===== config.mk =====
export PLATFORM = sky130hd
export DESIGN_NAME = lcd_reading_formatter
export DESIGN_NICKNAME = d
export VERILOG_FILES = /design/src/rtl/lcd_fmt_pkg.sv /design/src/rtl/bin2bcd_seq.sv /design/src/rtl/lcd_reading_formatter.sv
export SDC_FILE = /design/constraint.sdc
export NUM_CORES = 1
export LEC_CHECK = 0
export CAP_MARGIN = 20
export CORE_MARGIN = 4
export CORE_UTILIZATION = 50
export CTS_CLUSTER_SIZE = 14
export DETAILED_ROUTE_END_ITERATION = 6
export PLACE_DENSITY = 0.72
export SYNTH_ARGS = -nofsm -noshare
export SYNTH_HDL_FRONTEND = slang
export SYNTH_SLANG_ARGS = --single-unit

===== constraint.sdc =====
create_clock -name clk -period 6.79 [get_ports clk]
set_input_delay 1.358 -clock clk [delete_from_list [all_inputs] [get_ports clk]]
set_output_delay 1.358 -clock clk [all_outputs]
set_load 0.03 [all_outputs]

===== src/rtl/lcd_fmt_pkg.sv =====
// Shared types and constants for the LCD reading formatter: FSM states, label
// bytes, frame geometry and the character helpers used to build each write.
package lcd_fmt_pkg;

   typedef enum logic [2:0] {
      ST_IDLE      = 3'd0,
      ST_CONVERT   = 3'd1,
      ST_SEND      = 3'd2,
      ST_WAIT_ACK  = 3'd3,
      ST_WAIT_DONE = 3'd4,
      ST_GAP       = 3'd5
   } fmt_state_t;

   localparam logic [7:0] ASCII_ZERO  = 8'h30;
   localparam logic [7:0] ASCII_SPACE = 8'h20;

   localparam logic [7:0] LABEL_A     = 8'h41;
   localparam logic [7:0] LABEL_Q     = 8'h51;
   localparam logic [7:0] LABEL_I     = 8'h49;
   localparam logic [7:0] LABEL_COLON = 8'h3A;
   localparam logic [7:0] LABEL_SP    = 8'h20;

   localparam int LABEL_LEN  = 5;
   localparam int NUM_DIGITS = 5;
   localparam int FRAME_LEN  = 11;

   localparam logic [3:0] LAST_IDX = 4'(FRAME_LEN - 1);

   function automatic logic [7:0] label_char(input logic [2:0] pos);
      logic [7:0] ch;
      case (pos)
         3'd0:    ch = LABEL_A;
         3'd1:    ch = LABEL_Q;
         3'd2:    ch = LABEL_I;
         3'd3:    ch = LABEL_COLON;
         3'd4:    ch = LABEL_SP;
         default: ch = ASCII_SPACE;
      endcase
      return ch;
   endfunction

   function automatic logic [7:0] digit_char(input logic [3:0] digit, input logic blank);
      logic [7:0] ch;
      if (blank) begin
         ch = ASCII_SPACE;
      end else begin
         ch = ASCII_ZERO + {4'h0, digit};
      end
      return ch;
   endfunction

endpackage


===== src/rtl/bin2bcd_seq.sv =====
// Sequential double-dabble: 16-bit binary to 5 BCD digits, one shift per
// cycle; done pulses for one cycle the cycle after the 16th shift.
module bin2bcd_seq (
   input  logic        clk,
   input  logic        rst,
   input  logic        start,
   input  logic [15:0] bin,
   output logic        done,
   output logic [19:0] bcd
);

   logic [15:0] shift_r;
   logic [19:0] bcd_r;
   logic [4:0]  cnt_r;
   logic        busy_r;
   logic        done_r;

   // Add-3 correction on every digit >= 5, then shift in the next binary bit.
   function automatic logic [19:0] dabble_step(input logic [19:0] b, input logic in_bit);
      logic [19:0] adj;
      adj = b;
      for (int i = 0; i < 5; i++) begin
         if (b[4*i +: 4] >= 4'd5) begin
            adj[4*i +: 4] = b[4*i +: 4] + 4'd3;
         end else begin
            adj[4*i +: 4] = b[4*i +: 4];
         end
      end
      return {adj[18:0], in_bit};
   endfunction

   // Load on start, shift while busy, raise done once the shifts are spent.
   always_ff @(posedge clk) begin
      if (rst) begin
         shift_r <= 16'h0000;
         bcd_r   <= 20'h00000;
         cnt_r   <= 5'd0;
         busy_r  <= 1'b0;
         done_r  <= 1'b0;
      end else begin
         done_r <= 1'b0;
         if (start) begin
            shift_r <= bin;
            bcd_r   <= 20'h00000;
            cnt_r   <= 5'd16;
            busy_r  <= 1'b1;
         end else if (busy_r) begin
            if (cnt_r != 5'd0) begin
               bcd_r   <= dabble_step(bcd_r, shift_r[15]);
               shift_r <= {shift_r[14:0], 1'b0};
               cnt_r   <= cnt_r - 5'd1;
            end else begin
               busy_r <= 1'b0;
               done_r <= 1'b1;
            end
         end
      end
   end

   assign done = done_r;
   assign bcd  = bcd_r;

endmodule


===== src/rtl/lcd_reading_formatter.sv =====
// Paints one LCD row as "AQI: ddddd" through the 4-bit HD44780 write driver.
// Define LCD_FMT_LEADING_BLANK_EN to show leading zeros of d4..d1 as spaces.
module lcd_reading_formatter
   import lcd_fmt_pkg::*;
#(
   parameter int         GAP_CYCLES = 600,
   parameter logic [7:0] ROW_CMD    = 8'h80
) (
   input  logic        clk,
   input  logic        rst,
   input  logic [15:0] value,
   input  logic        value_valid,
   input  logic        lcd_busy,
   output logic        lcd_start,
   output logic        lcd_rs,
   output logic [7:0]  lcd_data,
   output logic        frame_busy
);

   localparam int GAP_W = (GAP_CYCLES > 1) ? $clog2(GAP_CYCLES) : 1;
   localparam logic [GAP_W-1:0] GAP_LOAD = GAP_W'(GAP_CYCLES - 1);
   localparam int BCD_W = 4 * NUM_DIGITS;

   fmt_state_t       state_r;
   logic             pend_r;
   logic [15:0]      pend_val_r;
   logic [BCD_W-1:0] digits_r;
   logic [3:0]       idx_r;
   logic [GAP_W-1:0] gap_r;

   logic             frame_end_s;
   logic             bcd_start_s;
   logic [15:0]      bcd_bin_s;
   logic             bcd_done_s;
   logic [BCD_W-1:0] bcd_s;
   logic [4:0]       blank_s;
   logic [2:0]       digit_pos_s;
   logic [7:0]       char_s;
   logic             rs_s;

   bin2bcd_seq u_bin2bcd (
      .clk   (clk),
      .rst   (rst),
      .start (bcd_start_s),
      .bin   (bcd_bin_s),
      .done  (bcd_done_s),
      .bcd   (bcd_s)
   );

   // Last cycle of the final write's gap.
   always_comb begin
      frame_end_s = 1'b0;
      if ((state_r == ST_GAP) && (gap_r == {GAP_W{1'b0}}) && (idx_r == LAST_IDX)) begin
         frame_end_s = 1'b1;
      end else begin
         frame_end_s = 1'b0;
      end
   end

   // Kick the converter directly so a fresh reading starts converting this cycle.
   always_comb begin
      bcd_start_s = 1'b0;
      bcd_bin_s   = value;
      if ((state_r == ST_IDLE) && value_valid) begin
         bcd_start_s = 1'b1;
         bcd_bin_s   = value;
      end else if (frame_end_s && pend_r) begin
         bcd_start_s = 1'b1;
         bcd_bin_s   = pend_val_r;
      end else if (frame_end_s && value_valid) begin
         bcd_start_s = 1'b1;
         bcd_bin_s   = value;
      end else begin
         bcd_start_s = 1'b0;
         bcd_bin_s   = value;
      end
   end

   // Leading-zero suppression flags, most significant digit first; d0 never blanks.
   always_comb begin
      blank_s = 5'b00000;
`ifdef LCD_FMT_LEADING_BLANK_EN
      blank_s[4] = (digits_r[19:16] == 4'd0);
      blank_s[3] = blank_s[4] && (digits_r[15:12] == 4'd0);
      blank_s[2] = blank_s[3] && (digits_r[11:8] == 4'd0);
      blank_s[1] = blank_s[2] && (digits_r[7:4] == 4'd0);
      blank_s[0] = 1'b0;
`else
      blank_s = 5'b00000;
`endif
   end

   // Byte and register-select for the current write index.
   always_comb begin
      rs_s        = 1'b0;
      char_s      = 8'h00;
      digit_pos_s = 3'(LAST_IDX - idx_r);
      if (idx_r == 4'd0) begin
         rs_s   = 1'b0;
         char_s = ROW_CMD;
      end else if (idx_r <= 4'(LABEL_LEN)) begin
         rs_s   = 1'b1;
         char_s = label_char(3'(idx_r - 4'd1));
      end else if (idx_r <= LAST_IDX) begin
         rs_s   = 1'b1;
         char_s = digit_char(digits_r[{digit_pos_s, 2'b00} +: 4], blank_s[digit_pos_s]);
      end else begin
         rs_s   = 1'b0;
         char_s = 8'h00;
      end
   end

   // Frame sequencer, registered driver handshake and pending-reading slot.
   always_ff @(posedge clk) begin
      if (rst) begin
         state_r    <= ST_IDLE;
         lcd_start  <= 1'b0;
         lcd_rs     <= 1'b0;
         lcd_data   <= 8'h00;
         frame_busy <= 1'b0;
         pend_r     <= 1'b0;
         pend_val_r <= 16'h0000;
         digits_r   <= {BCD_W{1'b0}};
         idx_r      <= 4'd0;
         gap_r      <= {GAP_W{1'b0}};
      end else begin
         lcd_start <= 1'b0;
         case (state_r)
            ST_IDLE: begin
               if (value_valid) begin
                  frame_busy <= 1'b1;
                  state_r    <= ST_CONVERT;
               end
            end
            ST_CONVERT: begin
               if (bcd_done_s) begin
                  digits_r <= bcd_s;
                  idx_r    <= 4'd0;
                  state_r  <= ST_SEND;
               end
            end
            ST_SEND: begin
               if (!lcd_busy) begin
                  lcd_start <= 1'b1;
                  lcd_rs    <= rs_s;
                  lcd_data  <= char_s;
                  state_r   <= ST_WAIT_ACK;
               end
            end
            ST_WAIT_ACK: begin
               if (lcd_busy) begin
                  state_r <= ST_WAIT_DONE;
               end
            end
            ST_WAIT_DONE: begin
               if (!lcd_busy) begin
                  gap_r   <= GAP_LOAD;
                  state_r <= ST_GAP;
               end
            end
            ST_GAP: begin
               if (gap_r != {GAP_W{1'b0}}) begin
                  gap_r <= gap_r - {{(GAP_W-1){1'b0}}, 1'b1};
               end else if (idx_r != LAST_IDX) begin
                  idx_r   <= idx_r + 4'd1;
                  state_r <= ST_SEND;
               end else if (bcd_start_s) begin
                  state_r <= ST_CONVERT;
               end else begin
                  frame_busy <= 1'b0;
                  state_r    <= ST_IDLE;
               end
            end
            default: begin
               state_r <= ST_IDLE;
            end
         endcase

         // A reading consumed at frame end frees the slot unless a newer one lands now.
         if (value_valid && (state_r != ST_IDLE) && !(frame_end_s && !pend_r)) begin
            pend_r     <= 1'b1;
            pend_val_r <= value;
         end else if (frame_end_s) begin
            pend_r <= 1'b0;
         end
      end
   end

endmodule

==> metrics, run 1 <==
Final Max Slew Viols=0; Peak supply drop=0.130 mV; CP Launch Type=input pin; Ports=31; Power Density=208 nW/µm²; TritonCTS clock tree=yes; Clock Sinks=108; synthesized cell area=5500 µm²; Clock transition at path regs=110 ps; Die Ht=113 µm; placed cells=785; Root Buffer=clkbuf_8; synthesized area per cell=8.40 µm²; DR pass1 iterations=5; vias in the first global route=4308; RSZ-0062 raised after global routing=false; Setup TNS=0 ps; Area contributors post-synth=dfxtp_1, nand2_1, a21oi_1; synthesized flop and latch total=108; r2r setup slk=3600 ps; Worst Path Max Fanout=17; Post-synth EDFFs=0; worst-case clock skew=13.9 ps; synth unique cells=62; Die Wd=113 µm; max-cap viol count=0; antenna violations before repair=0; DR vias/cell=5.64; hold buffers post-CTS=0; CP Data Required Time=7030 ps; post-CTS sizing=0; share of flip-flops with an asynchronous set or reset=0; Synth Flop Type=dfxtp_1; Avg WL per Cell=14.2 µm; first-pass GRT wire length=19800 µm; largest net degree at the start of global routing=83; Setup Fix Bufs, Post-CTS=0; leak pwr=2.07 nW; final wirelength=11400 µm; Final min period=3670 ps; count of final hold-check violations=0; Slew HR=0.311; site row count=38; GP Congestion=0.791; final period utilization=0.540; crit end category=flop; worst-margin pin slew=1030 ps; area share of the largest cell type after synthesis=0.393; most frequent cells in the layout=nand2_1, dfxtp_1, a21oi_1; # port buffers=30; CTS max path bufs=2; Initial Utilization=0.510; DRC viols=0; Tightest Hold Check Type=flop to flop; core area=10800 µm²; htree depth=3; area delta synth->final=8.58%; Yosys Warn Count=0; full die area=12700 µm²; post-route ant nets=0; sequential fraction of the synthesis area=0.393; GRT Total Usage=0.184; vias=4514; Syn Nets=695; most common cell after layout, fill and taps aside=nand2_1; Tot Pwr=1.24 mW; share of cells above drive strength 1=0.0802; hpwl dp=7570 µm; status=completed; Iter 0 DRT Violations=410; Synth Instances=655; WS Path Type=input pin to flop; leading area contributor after synthesis=dfxtp_1; max frequency=273 MHz; total gr overflow=0; Net count, final=696; Cell Count, Final, Fillers Out=801; Worst Path Arrival=3900 ps; n_diodes=0; final setup vio count=0; latest clock arrival within the worst-skew pair=390 ps; cts bufs inserted=9
## area by class of cell
cell class,count,area (µm²)
clock buffers,10,128
clock inverters,6,72.6
fillers,970,4820
inverters,18,67.6
multi-input cells,485,3040
flip-flops and latches,108,2160
well taps,140,175
repair buffers,34,325
## worst max-delay path: stages
cell	delay [ps]
clkdlybuf4s50_1	510
nor4b_4	200
nor2b_2	830
nand2_2	490
a221oi_1	420
a311oi_1	90
## power by group
group	internal [mW]	leakage, nW	switching [mW]	total, mW
Combinational	0.0581	1.09	0.0924	0.150
Clock	0.175	0.103	0.228	0.404
Sequential	0.661	0.875	0.0263	0.687
## registers in the layout, summed over array words and instances, names as in the netlist
signal / flops
lcd_rs: 1
u_bin2bcd.bcd: 20
digits_r: 20
lcd_start: 1
state_r: 3
pend_r: 1
u_bin2bcd.cnt_r: 5
idx_r: 4
u_bin2bcd.shift_r: 16
frame_busy: 1
u_bin2bcd.done: 1
lcd_data: 8
u_bin2bcd.busy_r: 1
gap_r: 10
pend_val_r: 16
## final timing paths
check,startpoint,end,depth (start not counted)
setup / recovery,value_valid,u_bin2bcd.shift_r[4],6
hold / removal,digits_r[17],digits_r[17],2
setup reg to reg,idx_r[0],u_bin2bcd.bcd[8],8
hold reg to reg,digits_r[17],digits_r[17],2
## metal layers
metal | routed length (µm) | share of wire | vias up | track usage
met5 | 0 | 0 | - | 0
met2 | 5440 | 0.48 | 78 | 0.313
li1 | - | - | 2298 | -
met3 | 384 | 0.034 | 19 | 0.0396
met1 | 5320 | 0.47 | 2119 | 0.232
met4 | 213 | 0.019 | 0 | 0.0633
## kinds of logic after synthesis
logic type / count (synthesis) / share of synthesized area
muxes: 12 / 0.0289
buffers and inverters: 62 / 0.0548
DFF: 108 / 0.393
adders and majority gates: 20 / 0.0455
xor gates and xnor gates: 18 / 0.0287
and+or+nand+nor: 271 / 0.239
AOI/OAI and AO/OA: 164 / 0.210
## through the flow
step	setup WS, ps	hold slack [ps]	utilization	instance area (µm²)
3_3_place_gp	2870	443	0.535	5770
2_1_floorplan	4230	419	-	5500
6_report	3120	460	0.553	5970
5_1_grt	3010	480	0.553	5970
3_5_place_dp	2710	449	0.535	5770
4_1_cts	3150	463	0.553	5970
## synth_stat cells, types with 2 or more instances
library cell  number
buf_6              3
nand4_1            7
nor2_1            35
and3_1             5
a221oi_1           4
nor4b_4            2
a2111oi_0          2
nand2_1          145
ha_1              20
clkbuf_1          20
xor2_1             9
nor3b_1            6
a221oi_2          11
nor4_1             2
buf_2             13
or4_1              2
a311oi_2           6
a21o_1             2
nor2b_1           12
mux2i_1            8
and4_1             2
nor3_1             8
o21ai_0           23
a31oi_1            2
nor4b_1            2
and2_1             2
a211oi_1          12
nand3_1           16
xnor2_1            9
a21oi_1           77
nand3b_1           2
inv_1             18
mux4_2             3
o31a_1             2
nand2b_1          14
buf_4              8
a311oi_1           9
dfxtp_1          108
Note: power is estimated with default switching activity, not from simulation.
==> inputs of run 2 (changes only) <==
Settings changed: PLACE_DENSITY 0.72 to 0.74.
Clock period 6.79 ns to 3.19 ns, I/O delays scaled along.
==> metrics, run 2 (same netlist as run 1, synthesis figures left out) <==
status=completed (unchanged); worst hold start=u_bin2bcd.busy_r (was digits_r[17]); post-CTS sizing=0 (unchanged); WS Path Type=flop to flop (was input pin to flop); Die Ht=113 µm (unchanged); slowest cell on the critical path=dfxtp_1 (was nor2b_2); Slew HR=0.558 (was 0.311); WHS Endpoint=u_bin2bcd.done (was digits_r[17]); total gr overflow=0 (unchanged); met3 track demand over resource=0.0561 (was 0.0396); r2r setup slk=630 ps (was 3600 ps); Setup Fix Bufs, Post-CTS=0 (unchanged); vias in the first global route=4410 (was 4308); GP Congestion=0.788 (was 0.791); Avg WL per Cell=13.8 µm (was 14.2 µm); Clock transition at path regs=100 ps (was 110 ps); n_diodes=0 (unchanged); worst-margin pin slew=663 ps (was 1030 ps); largest net degree at the start of global routing=35 (was 83); vias=4550 (was 4514); Power Density=441 nW/µm² (was 208 nW/µm²); Worst R2R Start=idx_r[0] (unchanged); Tightest Hold Check Type=flop to flop (unchanged); crit-path max cell delay=620 ps (was 830 ps); Clock Sinks=108 (unchanged); CP Data Required Time=3480 ps (was 7030 ps); R2R Path End=u_bin2bcd.shift_r[7] (was u_bin2bcd.bcd[8]); final setup vio count=0 (unchanged); Worst Path Arrival=2840 ps (was 3900 ps); antenna violations before repair=0 (unchanged); # port buffers=30 (unchanged); share of power burned in registers=0.550 (was 0.553); most frequent cells in the layout=nand2_1, dfxtp_1, a21oi_1 (unchanged); max-cap viol count=0 (unchanged); most common cell after layout, fill and taps aside=nand2_1 (unchanged); Net Sw Frac=0.275 (was 0.280); combinational power share=0.124 (was 0.121); RSZ-0062 raised after global routing=false (unchanged); crit end category=flop (unchanged); DR vias/cell=5.64 (about the same); Setup TNS=0 ps (unchanged); Ports=31 (unchanged); Net count, final=702 (was 696); Root Buffer=clkbuf_8 (unchanged); met1 usage=0.231 (was 0.232); Die Wd=113 µm (unchanged); final period utilization=0.802; hold buffers post-CTS=0 (unchanged); cts bufs inserted=9 (unchanged); TritonCTS clock tree=yes (unchanged); area delta synth->final=9.49% (was 8.58%); hpwl dp=7810 µm (was 7570 µm); latest clock arrival within the worst-skew pair=380 ps (was 390 ps); Initial Utilization=0.510 (unchanged); DR pass1 iterations=4 (was 5); CTS max path bufs=2 (unchanged); post-route ant nets=0 (unchanged); first-pass GRT wire length=19900 µm (was 19800 µm); Peak supply drop=0.378 mV (was 0.130 mV); GRT Total Usage=0.185 (was 0.184); Int Pwr=1.93 mW (was 0.894 mW); max frequency=391 MHz; worst-case clock skew=9.15 ps (was 13.9 ps); DRC viols=0 (unchanged); Setup crit start=idx_r[0] (was value_valid); htree depth=3 (unchanged); R2R depth=8 (unchanged); P_sw=0.730 mW (was 0.347 mW); full die area=12700 µm² (unchanged); met2 global-route usage=0.314 (was 0.313); Clk pwr share=0.326 (was 0.325); count of final hold-check violations=0 (unchanged); Top Usage Layer GRT=met2 (unchanged); core area=10800 µm² (unchanged); final wirelength=11200 µm (was 11400 µm); Final min period=2560 ps; hold path depth=2 (unchanged); Iter 0 DRT Violations=383 (was 410); Worst Path Max Fanout=16 (was 17); CP Launch Type=flop (was input pin); Tot Pwr=2.66 mW (was 1.24 mW); chain of cells forming the critical path=inv_1 > ha_1 > and4bb_2 > and4_4 > o22ai_4 > buf_4 > a221oi_2 > a311oi_1 (was clkdlybuf4s50_1 > nor4b_4 > nor2b_2 > nand2_2 > a221oi_1 > a311oi_1); share of cells above drive strength 1=0.0885 (was 0.0802); Filler cells=985 (was 970); leak pwr=2.09 nW (was 2.07 nW); Final Max Slew Viols=0 (unchanged); site row count=38 (unchanged)
-- run 2: critical path, delay by kind of cell (launching register included) --
kind | cells | cell delay [ps]
flops | 1 | 620
compound gates | 3 | 580
buf+inv | 2 | 520
simple gates | 2 | 480
fa+ha+maj | 1 | 260
-- run 2: worst max path at each step --
stage,endpoint,slack (ps),depth (start not counted)
2_1_floorplan,lcd_data[0],900,8
3_3_place_gp,u_bin2bcd.shift_r[3],700,6
3_5_place_dp,u_bin2bcd.shift_r[2],560,6
4_1_cts,u_bin2bcd.shift_r[7],620,8
5_1_grt,u_bin2bcd.shift_r[7],380,8
6_report,u_bin2bcd.shift_r[7],630,8
-- run 2: per-layer routing --
layer | wire length (µm) | up-vias
met2 | 5460 | 62
met3 | 421 | 4
li1 | - | 2305
met5 | 0 | -
met4 | 73 | 0
met1 | 5200 | 2179
-- run 2: layout make-up --
class | count | area, µm² | area share
clock inverter | 6 | 70.1 | 0.0116
timing repair buffer | 40 | 370 | 0.0615
tap | 140 | 175 | 0.0291
multi-input combinational | 485 | 3040 | 0.505
inverter | 18 | 67.6 | 0.0112
sequential | 108 | 2160 | 0.359
clock buffer | 10 | 138 | 0.0229
-- run 2: power by group through the flow --
stage | clock network [mW] | logic (mW) | registers (mW)
floorplan | 0 | 0.265 | 1.47
global placement | 0 | 0.320 | 1.49
detailed placement | 0 | 0.330 | 1.49
CTS | 0.901 | 0.330 | 1.46
global route | 0.947 | 0.369 | 1.47
finish | 0.866 | 0.330 | 1.46
-- run 2: stage by stage --
step | hold slack [ps] | cells | worst slack (ps) | area [µm²] | utilization
floorplan | 419 | 655 | 900 | 5500 | -
global placement | 434 | 791 | 699 | 5810 | 0.539
detailed placement | 445 | 791 | 561 | 5810 | 0.539
CTS | 461 | 807 | 622 | 6020 | 0.558
global route | 479 | 807 | 382 | 6020 | 0.558
finish | 450 | 807 | 633 | 6020 | 0.558
